--- config.mk ---
export PLATFORM = sky130hd
export DESIGN_NAME = pseudo_spi_rx_intf
export DESIGN_NICKNAME = d
export VERILOG_FILES = /design/src/rtl/pseudo_spi_rx_intf.sv
export SDC_FILE = /design/constraint.sdc
export NUM_CORES = 1
export LEC_CHECK = 0
export ABC_AREA = 1
export CORE_MARGIN = 2
export CORE_UTILIZATION = 40
export DETAILED_ROUTE_END_ITERATION = 16
export GPL_ROUTABILITY_DRIVEN = 1
export SLEW_MARGIN = 0
export SYNTH_ARGS = -nofsm -noshare
export SYNTH_HDL_FRONTEND = slang
export SYNTH_SLANG_ARGS = --single-unit
--- constraint.sdc ---
create_clock -name CLK -period 2.1 [get_ports CLK]
set_clock_uncertainty 0.1 [all_clocks]
set_input_delay 0.315 -clock CLK [delete_from_list [all_inputs] [get_ports CLK]]
set_output_delay 0.315 -clock CLK [all_outputs]
set_load 0.02 [all_outputs]
--- src/rtl/pseudo_spi_rx_intf.sv ---
// Pseudo-SPI capture interface: latches the analog scan chain, clocks it out with
// two-phase non-overlapping clocks, and writes LSB-first bytes to SRAM at descending addresses.
module pseudo_spi_rx_intf #(
   parameter int MEMORY_DATA_WIDTH = 8,
   parameter int MEMORY_ADDR_WIDTH = 9,
   parameter int RESERVED_DATA_LEN = 8
) (
   input  logic                         CLK,
   input  logic                         RST,
   input  logic                         BGN,
   input  logic [MEMORY_ADDR_WIDTH-1:0] ADDR_BGN,
   input  logic [RESERVED_DATA_LEN-1:0] DATA_LEN,
   input  logic [7:0]                   FREQ_DIV,
   input  logic                         SPI_SI,
   output logic                         SCLK1,
   output logic                         SCLK2,
   output logic                         LAT,
   output logic                         is_i_addr,
   output logic [MEMORY_ADDR_WIDTH-1:0] A,
   output logic [MEMORY_DATA_WIDTH-1:0] PO,
   output logic                         D_WE,
   output logic                         spi_is_done
);

   localparam logic [2:0] S_IDLE  = 3'd0;
   localparam logic [2:0] S_LOAD  = 3'd1;
   localparam logic [2:0] S_SHIFT = 3'd2;
   localparam logic [2:0] S_WRITE = 3'd3;
   localparam logic [2:0] S_ADDR  = 3'd4;
   localparam logic [2:0] S_DONE  = 3'd5;

   localparam int                BIT_W    = $clog2(MEMORY_DATA_WIDTH);
   localparam logic [BIT_W-1:0]  LAST_BIT = BIT_W'(MEMORY_DATA_WIDTH - 1);

   logic [2:0]                   state;
   logic [MEMORY_ADDR_WIDTH-1:0] addr;
   logic [RESERVED_DATA_LEN-1:0] len;
   logic [7:0]                   div;
   logic [7:0]                   cnt;
   logic [1:0]                   phase;
   logic [BIT_W-1:0]             bit_idx;
   logic [MEMORY_DATA_WIDTH-1:0] sreg;

   // NOTE: sequential state uses non-blocking assignments only, so every register
   // in this block sees the pre-edge values of the others regardless of statement order.
   always_ff @(posedge CLK) begin
      if (RST) begin
         state   <= S_IDLE;
         addr    <= '0;
         len     <= '0;
         div     <= '0;
         cnt     <= '0;
         phase   <= '0;
         bit_idx <= '0;
         sreg    <= '0;
      end else begin
         case (state)
            S_IDLE: begin
               if (BGN) begin
                  addr    <= ADDR_BGN;
                  len     <= DATA_LEN;
                  div     <= FREQ_DIV;
                  cnt     <= '0;
                  phase   <= '0;
                  bit_idx <= '0;
                  sreg    <= '0;
                  state   <= (DATA_LEN == '0) ? S_DONE : S_LOAD;
               end
            end
            S_LOAD: begin
               if (!BGN) begin
                  state <= S_IDLE;
               end else if (cnt == div) begin
                  cnt     <= '0;
                  phase   <= '0;
                  bit_idx <= '0;
                  state   <= S_SHIFT;
               end else begin
                  cnt <= cnt + 8'd1;
               end
            end
            S_SHIFT: begin
               if (!BGN) begin
                  state <= S_IDLE;
               end else if (cnt == div) begin
                  cnt   <= '0;
                  phase <= phase + 2'd1;
                  // Sample on the last cycle of the quiet phase, just before SCLK1 rises.
                  if (phase == 2'd0)
                     sreg <= {SPI_SI, sreg[MEMORY_DATA_WIDTH-1:1]};
                  if (phase == 2'd3) begin
                     if (bit_idx == LAST_BIT)
                        state <= S_WRITE;
                     else
                        bit_idx <= bit_idx + 1'b1;
                  end
               end else begin
                  cnt <= cnt + 8'd1;
               end
            end
            S_WRITE: state <= BGN ? S_ADDR : S_IDLE;
            S_ADDR: begin
               if (!BGN) begin
                  state <= S_IDLE;
               end else begin
                  addr    <= addr - 1'b1;
                  len     <= len - 1'b1;
                  cnt     <= '0;
                  phase   <= '0;
                  bit_idx <= '0;
                  state   <= (len != RESERVED_DATA_LEN'(1)) ? S_SHIFT : S_DONE;
               end
            end
            S_DONE: if (!BGN) state <= S_IDLE;
            default: state <= S_IDLE;
         endcase
      end
   end

   // NOTE: every output gets a default before the case so no latch is inferred.
   always_comb begin
      SCLK1       = 1'b0;
      SCLK2       = 1'b0;
      LAT         = 1'b0;
      A           = '0;
      PO          = '0;
      D_WE        = 1'b1;
      spi_is_done = 1'b0;
      case (state)
         S_LOAD:  LAT = 1'b1;
         S_SHIFT: begin
            SCLK1 = (phase == 2'd1);
            SCLK2 = (phase == 2'd3);
         end
         S_WRITE: begin
            A    = addr;
            PO   = sreg;
            D_WE = 1'b0;
         end
         S_DONE:  spi_is_done = 1'b1;
         default: ;
      endcase
   end

   assign is_i_addr = 1'b0;

endmodule

==> results of run 1 <==
==> final cells by class <==
cell class                 count  area share
clock buffer                   6      0.0199
inverter                      73      0.0753
timing repair buffer          65       0.154
clock inverter                 2     0.00275
sequential                    49       0.270
tap                           99      0.0340
multi-input combinational    331       0.444
==> layout by cell type, fill, tap and decap left out, types with 7 or more instances in the layout <==
master,instances
sky130_fd_sc_hd__clkbuf_2,12
sky130_fd_sc_hd__nand3_1,25
sky130_fd_sc_hd__a21oi_1,42
sky130_fd_sc_hd__o21ai_1,9
sky130_fd_sc_hd__inv_1,62
sky130_fd_sc_hd__clkdlybuf4s50_1,28
sky130_fd_sc_hd__o211ai_1,7
sky130_fd_sc_hd__nand2_1,109
sky130_fd_sc_hd__ha_1,9
sky130_fd_sc_hd__buf_4,14
sky130_fd_sc_hd__nand4_1,9
sky130_fd_sc_hd__o21ai_0,19
sky130_fd_sc_hd__nor2_1,73
sky130_fd_sc_hd__dfxtp_1,49
sky130_fd_sc_hd__inv_2,11
==> metal layers <==
layer  wire, um  global-route usage  vias up
met5          0                   0        -
met4        109              0.0564        0
met3        260              0.0327       10
met2       3310               0.317       53
met1       3310               0.231     1316
li1           -                   -     1590
==> worst max-delay path: cells and delay by family (launching register included) <==
kind                   cells  cell delay (ns)
AND/OR/NAND/NOR            2             0.30
buffers and inverters      3             0.62
flip-flops                 1             0.34
==> worst paths after layout <==
path / startpoint / to / cells past startpoint
worst max register to register: state[2]$_SDFFE_PP0P_ / sreg[6]$_SDFFE_PP0P_ / 9
worst min register to register: div[4]$_SDFFE_PP0P_ / div[4]$_SDFFE_PP0P_ / 2
worst max-delay path: state[2]$_SDFFE_PP0P_ / SCLK1 / 5
worst min-delay path: div[4]$_SDFFE_PP0P_ / div[4]$_SDFFE_PP0P_ / 2
==> per-stage QoR <==
| step | utilization | hold WS, ns | setup WS [ns] |
|---|---|---|---|
| 5_1_grt | 0.504 | 0.400 | 0.0266 |
| 3_5_place_dp | 0.501 | 0.360 | 0.0264 |
| 2_1_floorplan | - | 0.344 | 0.227 |
| 3_3_place_gp | 0.501 | 0.355 | 0.0696 |
| 6_report | 0.504 | 0.372 | 0.125 |
| 4_1_cts | 0.512 | 0.374 | 0.00358 |
==> logic make-up after synthesis <==
logic type               count (synthesis)  share of synthesized area
AND/OR/NAND/NOR                        235                      0.342
buffers and inverters                   89                      0.127
AO/OA/AOI/OAI                           81                      0.147
flip-flops                              49                      0.330
adder cells (fa/ha/maj)                  9                     0.0379
XOR/XNOR                                 5                     0.0148
other                                    1                    0.00126
==> state kept, by name (all words and copies together) (netlist names) <==
name and cells:
state 3, div 8, phase 2, bit_idx 3, addr 9, cnt 8, len 8, sreg 8
==> synthesized netlist by cell type, types with 3 or more instances <==
cell	n
sky130_fd_sc_hd__nand2_1	109
sky130_fd_sc_hd__nor2_1	73
sky130_fd_sc_hd__inv_1	62
sky130_fd_sc_hd__dfxtp_1	49
sky130_fd_sc_hd__a21oi_1	42
sky130_fd_sc_hd__nand3_1	25
sky130_fd_sc_hd__o21ai_0	19
sky130_fd_sc_hd__inv_2	10
sky130_fd_sc_hd__ha_1	9
sky130_fd_sc_hd__nand4_1	9
sky130_fd_sc_hd__o21ai_1	9
sky130_fd_sc_hd__o211ai_1	7
sky130_fd_sc_hd__buf_4	6
sky130_fd_sc_hd__nand2_2	6
sky130_fd_sc_hd__buf_2	4
sky130_fd_sc_hd__clkbuf_1	4
sky130_fd_sc_hd__nor3_1	4
sky130_fd_sc_hd__xnor2_1	3
==> power by group through the flow <==
stage          sequential, mW  combinational, mW  clock (mW)
2_1_floorplan            1.36               1.78           0
3_3_place_gp             1.36               2.32           0
3_5_place_dp             1.37               2.34           0
4_1_cts                  1.35               2.33       0.566
5_1_grt                  1.39               2.68       0.597
6_report                 1.35               2.31       0.546
==> timing repair <==
action,in CTS,in global routing
endpoints found under the hold margin,0,0
gates resized for setup,41,16
setup endpoints to repair,21,19
==> impl_table.tex, run 1 <==
\begin{tabular}{lr}
\hline
Metric & Value \\
\hline
\multicolumn{2}{l}{\textbf{Clock network}} \\
\quad Count of buffers added by post-CTS timing repair for setup & 0 \\
\quad Total CTS buffers & 5 \\
\quad Num Clock Sinks & 49 \\
\quad Post-cts hold buffer count & 0 \\
\quad Clock transition at the registers of the reported paths & 0.09 ns \\
\quad \# H-tree levels & 2 \\
\quad CTS tree & yes \\
\quad Max Buffers Root-to-Sink & 2 \\
\quad CTS root buffer & sky130\_fd\_sc\_hd\_\_clkbuf\_8 \\
\quad Source-to-sink clock delay at the later pin of the worst-skew pair & 0.31 ns \\
\multicolumn{2}{l}{\textbf{Power}} \\
\quad Clock group share of total power & 0.130 \\
\quad Psw & 1.95 mW \\
\quad Sequential group share of total power & 0.320 \\
\quad Cell internal power dissipation & 2.26 mW \\
\quad Worst vdd ir & 0.409 mV \\
\quad Static leakage & 1.68 nW \\
\quad Power density over cell area & 1160 mW/mm\^{}2 \\
\quad Post-route total power & 4.21 mW \\
\quad Combinational power share & 0.550 \\
\quad Sw Ratio & 0.464 \\
\multicolumn{2}{l}{\textbf{Worst setup path}} \\
\quad Ordered list of cells on the worst path & buf\_4 > inv\_2 > nand3\_4 > nor2\_1 > dlygate4sd2\_1 \\
\quad Critical Path Sink Type & primary output \\
\quad Crit path launch type & register \\
\quad Standard cell with the maximum stage delay on the critical path & sky130\_fd\_sc\_hd\_\_dfxtp\_1 \\
\quad Critical path peak fanout & 13 \\
\quad Category of the critical setup timing path & reg2out \\
\quad Arrival time worst endpoint & 1.56 ns \\
\quad Critical path's largest stage delay & 0.34 ns \\
\quad Setup slack, reg-to-reg & 0.29 ns \\
\quad Required time of the worst setup path & 1.68 ns \\
\multicolumn{2}{l}{\textbf{Timing}} \\
\quad Number of pins exceeding their max-slew limit in the final report & 0 \\
\quad Final critical-path share of the clock period & 0.940 \\
\quad Worst rel slew slack & 0.653 \\
\quad Worst-margin pin slew & 0.517 ns \\
\quad Setup TNS Final & 0 ns \\
\quad RSZ-0062 raised after global routing & no \\
\quad Time the final worst path needs with I/O delays and setup & 1.97 ns \\
\quad Final setup violation count & 0 \\
\quad Final hold violation count & 0 \\
\quad Maximum clock frequency & 506 MHz \\
\multicolumn{2}{l}{\textbf{Yosys}} \\
\quad Share of Yosys cell area claimed by the top area cell type & 0.330 \\
\quad Most frequently used flop master after synthesis & sky130\_fd\_sc\_hd\_\_dfxtp\_1 \\
\quad Leading post-synthesis cells by cell area & sky130\_fd\_sc\_hd\_\_dfxtp\_1 33\%, sky130\_fd\_sc\_hd\_\_nand2\_1 14\%, sky130\_fd\_sc\_hd\_\_nor2\_1 9.2\% \\
\quad Post-Syn Area per Cell & 6.33 um\^{}2 \\
\quad Library cell occupying the most area in the post-synthesis netlist & sky130\_fd\_sc\_hd\_\_dfxtp\_1 \\
\quad Netlist area before placement & 0.00297 mm\^{}2 \\
\quad Portion of the post-synthesis area used by sequential elements & 0.330 \\
\quad Count of warnings emitted by yosys & 0 \\
\quad Synthesized instance count & 469 \\
\quad Number of distinct library cell variants in the gate-level netlist after synthesis & 33 \\
\quad Async set-or-reset flop fraction in the synthesized netlist & 0 \\
\quad Synthesized Nets & 507 \\
\quad Number of enable flip-flop cells after synthesis & 0 \\
\quad Total of flip-flops plus latches after synthesis & 49 \\
\multicolumn{2}{l}{\textbf{GRT}} \\
\quad Via count of the first global-routing pass & 2816 \\
\quad Aggregate global routing overflow & 0 \\
\quad Number of antenna violations at the first check in global routing & 0 \\
\quad Maximum number of pins on one net before global-route repair & 21 \\
\quad Global-route wire length before repair & 12500 um \\
\quad GRT Overall Usage & 0.183 \\
\multicolumn{2}{l}{\textbf{Place}} \\
\quad Post-Place Cell Area & 0.00362 mm\^{}2 \\
\quad IO Port Bufs & 50 \\
\quad Dpl cells & 617 \\
\quad HPWL after detailed placement & 5300 um \\
\quad Final weighted congestion of routability-driven global placement & 0.816 \\
\multicolumn{2}{l}{\textbf{Layout}} \\
\quad Area taken by multi-input logic gates & 0.00162 mm\^{}2 \\
\quad Area overhead of the layout relative to synthesis & 22.5\% \\
\quad Non-filler instance count after layout & 625 \\
\quad Layout cells sized above 1 & 0.120 \\
\quad Fill cell total of the finished layout & 786 \\
\quad Number of inserted diodes & 0 \\
\quad Final Instance Area & 0.00364 mm\^{}2 \\
\quad Area taken by flip-flops and latches & 981 um\^{}2 \\
\quad Net count reported at finish & 563 \\
\multicolumn{2}{l}{\textbf{Job}} \\
\quad Maxcap violations & 0 \\
\multicolumn{2}{l}{\textbf{Status}} \\
\quad Outcome & complete, no violations \\
\multicolumn{2}{l}{\textbf{Floorplanning}} \\
\quad Number of rows created at floorplan & 31 \\
\quad CORE AREA & 0.00721 mm\^{}2 \\
\quad Die ar. & 0.00813 mm\^{}2 \\
\quad Initial core utilization & 0.412 \\
\quad Overall die width & 90.2 um \\
\quad I/O pin count & 52 \\
\quad Height of the die & 90.2 um \\
\multicolumn{2}{l}{\textbf{Detailed routing}} \\
\quad DR DRC count & 0 \\
\quad Detailed-route via count & 2969 \\
\quad Drt first-iter violations & 108 \\
\quad Vias per Instance & 4.75 \\
\quad Wire length per cell after detailed routing & 11.2 um \\
\quad Final routed wirelength across all metal layers & 6990 um \\
\quad Post-detailed-route count of antenna-violating nets & 0 \\
\quad Iteration count of the initial detailed-routing pass & 4 \\
\multicolumn{2}{l}{\textbf{Hold path}} \\
\quad Class of the most critical hold timing path & reg2reg \\
\hline
\end{tabular}
No activity file was read; power rests on OpenSTA's default activity.
==> run 2, diff against run 1 <==
Settings changed: CORE_MARGIN 2 to unset.
==> run 2 against run 1 <==
Effect of this change: cell area rose by 2.1%; critical path depth did not move; cell count rose by 0.16%; first-iteration DRC count fell by 12%; combinational power barely moved; power rose by 4.0%; sequential share of layout area fell by 0.56 points; via count rose by 1.9%; register-to-register slack got worse by 0.03 ns; non-clock buffer count rose by 1.
==> impl_table.tex, run 2 (synthesis gave the netlist of run 1 again) <==
\begin{tabular}{lr}
\hline
Metric & Value \\
\hline
\multicolumn{2}{l}{\textbf{Worst setup path}} \\
\quad Crit path launch type & register (unchanged) \\
\quad Category of the critical setup timing path & reg2out (unchanged) \\
\quad Critical path peak fanout & 13 (unchanged) \\
\quad Required time of the worst setup path & 1.68 ns (about the same) \\
\quad Arrival time worst endpoint & 1.53 ns (was 1.56 ns) \\
\quad Critical Path Sink Type & primary output (unchanged) \\
\multicolumn{2}{l}{\textbf{Clock network}} \\
\quad Clock transition at the registers of the reported paths & 0.09 ns (about the same) \\
\quad Total CTS buffers & 5 (unchanged) \\
\quad CTS root buffer & sky130\_fd\_sc\_hd\_\_clkbuf\_8 (unchanged) \\
\quad \# H-tree levels & 2 (unchanged) \\
\quad Max Buffers Root-to-Sink & 2 (unchanged) \\
\quad Num Clock Sinks & 49 (unchanged) \\
\quad CTS tree & yes (unchanged) \\
\quad PostCTS Resize Cnt & 43 (was 41) \\
\quad Post-cts hold buffer count & 0 (unchanged) \\
\quad Count of buffers added by post-CTS timing repair for setup & 0 (unchanged) \\
\quad Source-to-sink clock delay at the later pin of the worst-skew pair & 0.30 ns (was 0.31 ns) \\
\multicolumn{2}{l}{\textbf{Floorplanning}} \\
\quad CORE AREA & 0.00721 mm\^{}2 (unchanged) \\
\quad I/O pin count & 52 (unchanged) \\
\quad Initial core utilization & 0.412 (unchanged) \\
\quad Overall die width & 88.2 um (was 90.2 um) \\
\quad Die ar. & 0.00777 mm\^{}2 (was 0.00813 mm\^{}2) \\
\quad Number of rows created at floorplan & 31 (unchanged) \\
\quad Height of the die & 88.2 um (was 90.2 um) \\
\multicolumn{2}{l}{\textbf{Hold path}} \\
\quad Class of the most critical hold timing path & reg2reg (unchanged) \\
\multicolumn{2}{l}{\textbf{Layout}} \\
\quad Layout cells sized above 1 & 0.125 (was 0.120) \\
\quad Area taken by flip-flops and latches & 981 um\^{}2 (unchanged) \\
\quad Number of inserted diodes & 0 (unchanged) \\
\quad Most common cell after layout, fill and taps aside & sky130\_fd\_sc\_hd\_\_nand2\_1 (unchanged) \\
\quad Flip-flop count of the largest register, all copies and words added & 9 (unchanged) \\
\quad Non-filler instance count after layout & 626 (was 625) \\
\quad Fill cell total of the finished layout & 771 (was 786) \\
\quad Top library cells by usage in the layout, fill and taps aside & 109 x sky130\_fd\_sc\_hd\_\_nand2\_1, 73 x sky130\_fd\_sc\_hd\_\_nor2\_1, 62 x sky130\_fd\_sc\_hd\_\_inv\_1 (unchanged) \\
\quad Area taken by multi-input logic gates & 0.00162 mm\^{}2 (unchanged) \\
\quad Area overhead of the layout relative to synthesis & 25.2\% (was 22.5\%) \\
\quad Register name with the most flops & addr (unchanged) \\
\quad Net count reported at finish & 564 (was 563) \\
\multicolumn{2}{l}{\textbf{Power}} \\
\quad Psw & 1.96 mW (was 1.95 mW) \\
\quad Sw Ratio & 0.448 (was 0.464) \\
\quad Worst vdd ir & 0.392 mV (was 0.409 mV) \\
\quad Cell internal power dissipation & 2.42 mW (was 2.26 mW) \\
\quad Post-route total power & 4.37 mW (was 4.21 mW) \\
\quad Static leakage & 1.68 nW (about the same) \\
\quad Clock group share of total power & 0.160 (was 0.130) \\
\quad Power density over cell area & 1180 mW/mm\^{}2 (was 1160 mW/mm\^{}2) \\
\quad Sequential group share of total power & 0.308 (was 0.320) \\
\quad Combinational power share & 0.532 (was 0.550) \\
\multicolumn{2}{l}{\textbf{Job}} \\
\quad Maxcap violations & 0 (unchanged) \\
\multicolumn{2}{l}{\textbf{Place}} \\
\quad HPWL after detailed placement & 5370 um (was 5300 um) \\
\quad Dpl cells & 618 (was 617) \\
\quad IO Port Bufs & 50 (unchanged) \\
\quad Final weighted congestion of routability-driven global placement & 0.824 (was 0.816) \\
\multicolumn{2}{l}{\textbf{Timing}} \\
\quad Final hold violation count & 0 (unchanged) \\
\quad Time the final worst path needs with I/O delays and setup & 1.94 ns (was 1.97 ns) \\
\quad Maximum clock frequency & 514 MHz (was 506 MHz) \\
\quad Number of pins exceeding their max-slew limit in the final report & 0 (unchanged) \\
\quad Worst rel slew slack & 0.669 (was 0.653) \\
\quad Setup TNS Final & 0 ns (unchanged) \\
\quad Worst-margin pin slew & 0.492 ns (was 0.517 ns) \\
\quad RSZ-0062 raised after global routing & no (unchanged) \\
\quad Final setup violation count & 0 (unchanged) \\
\quad Final critical-path share of the clock period & 0.926 (was 0.940) \\
\multicolumn{2}{l}{\textbf{GRT}} \\
\quad Number of antenna violations at the first check in global routing & 0 (unchanged) \\
\quad Aggregate global routing overflow & 0 (unchanged) \\
\quad GRT Overall Usage & 0.190 (was 0.183) \\
\quad Global-route wire length before repair & 11700 um (was 12500 um) \\
\quad Maximum number of pins on one net before global-route repair & 19 (was 21) \\
\quad Via count of the first global-routing pass & 2640 (was 2816) \\
\multicolumn{2}{l}{\textbf{Detailed routing}} \\
\quad Detailed-route via count & 3026 (was 2969) \\
\quad Iteration count of the initial detailed-routing pass & 4 (unchanged) \\
\quad Drt first-iter violations & 95 (was 108) \\
\quad Vias per Instance & 4.83 (was 4.75) \\
\quad DR DRC count & 0 (unchanged) \\
\quad Final routed wirelength across all metal layers & 7090 um (was 6990 um) \\
\quad Wire length per cell after detailed routing & 11.3 um (was 11.2 um) \\
\quad Post-detailed-route count of antenna-violating nets & 0 (unchanged) \\
\multicolumn{2}{l}{\textbf{Status}} \\
\quad Outcome & complete, no violations (unchanged) \\
\hline
\end{tabular}
-- run 2: changes by cell type in the layout (fill, tap and decap cells not counted), sizes merged --
cell,delta
clkdlybuf4s15,+6
clkbuf,-4
clkinv,-2
bufinv,+1
dlygate4sd2,+1
dlymetal6s2s,-1
-- run 2: worst paths after layout --
check	startpoint	end	slack [ns]	cells after the start
worst max-delay path	state[2]$_SDFFE_PP0P_	SCLK1	0.16	5
worst min-delay path	div[1]$_SDFFE_PP0P_	div[1]$_SDFFE_PP0P_	0.37	2
worst max register to register	addr[0]$_SDFFE_PP0P_	addr[8]$_SDFFE_PP0P_	0.26	9
worst min register to register	div[1]$_SDFFE_PP0P_	div[1]$_SDFFE_PP0P_	0.37	2
-- run 2: cell type report --
class	instances	share of cell area
multi-input cells	331	0.435
well taps	99	0.0333
flip-flops and latches	49	0.264
repair buffers	66	0.163
inverters	73	0.0737
clock inverters	1	0.00808
clock buffers	7	0.0232
-- run 2: stage by stage --
step	instance area [um^2]	hold WS [ns]	utilization	setup slack (ns)
6_report	3720	0.368	0.515	0.156
5_1_grt	3720	0.399	0.515	0.0121
4_1_cts	3740	0.373	0.519	0.0263
3_5_place_dp	3620	0.360	0.502	0.00107
3_3_place_gp	3620	0.355	0.502	0.0556
2_1_floorplan	2970	0.344	-	0.227
-- run 2: per-layer routing --
metal	global-route usage	share of wire	vias up
met5	0	0	-
met4	0.0543	0.0086	0
met3	0.0302	0.029	4
met2	0.341	0.48	48
met1	0.235	0.48	1384
li1	-	-	1590
-- run 2: power by group through the flow --
stage / sequential [mW] / combinational [mW] / clock (mW)
after CTS: 1.35 / 2.34 / 0.730
after global placement: 1.36 / 2.31 / 0
after detailed placement: 1.37 / 2.34 / 0
final: 1.35 / 2.33 / 0.700
after global routing: 1.38 / 2.65 / 0.761
after floorplan: 1.36 / 1.78 / 0
-- run 2: critical path: stages, from the launching register on --
cell and delay [ns]:
sky130_fd_sc_hd__dfxtp_1 0.32, sky130_fd_sc_hd__buf_4 0.16, sky130_fd_sc_hd__inv_2 0.12, sky130_fd_sc_hd__nand3_4 0.17, sky130_fd_sc_hd__nor2_1 0.12, sky130_fd_sc_hd__dlygate4sd2_1 0.34
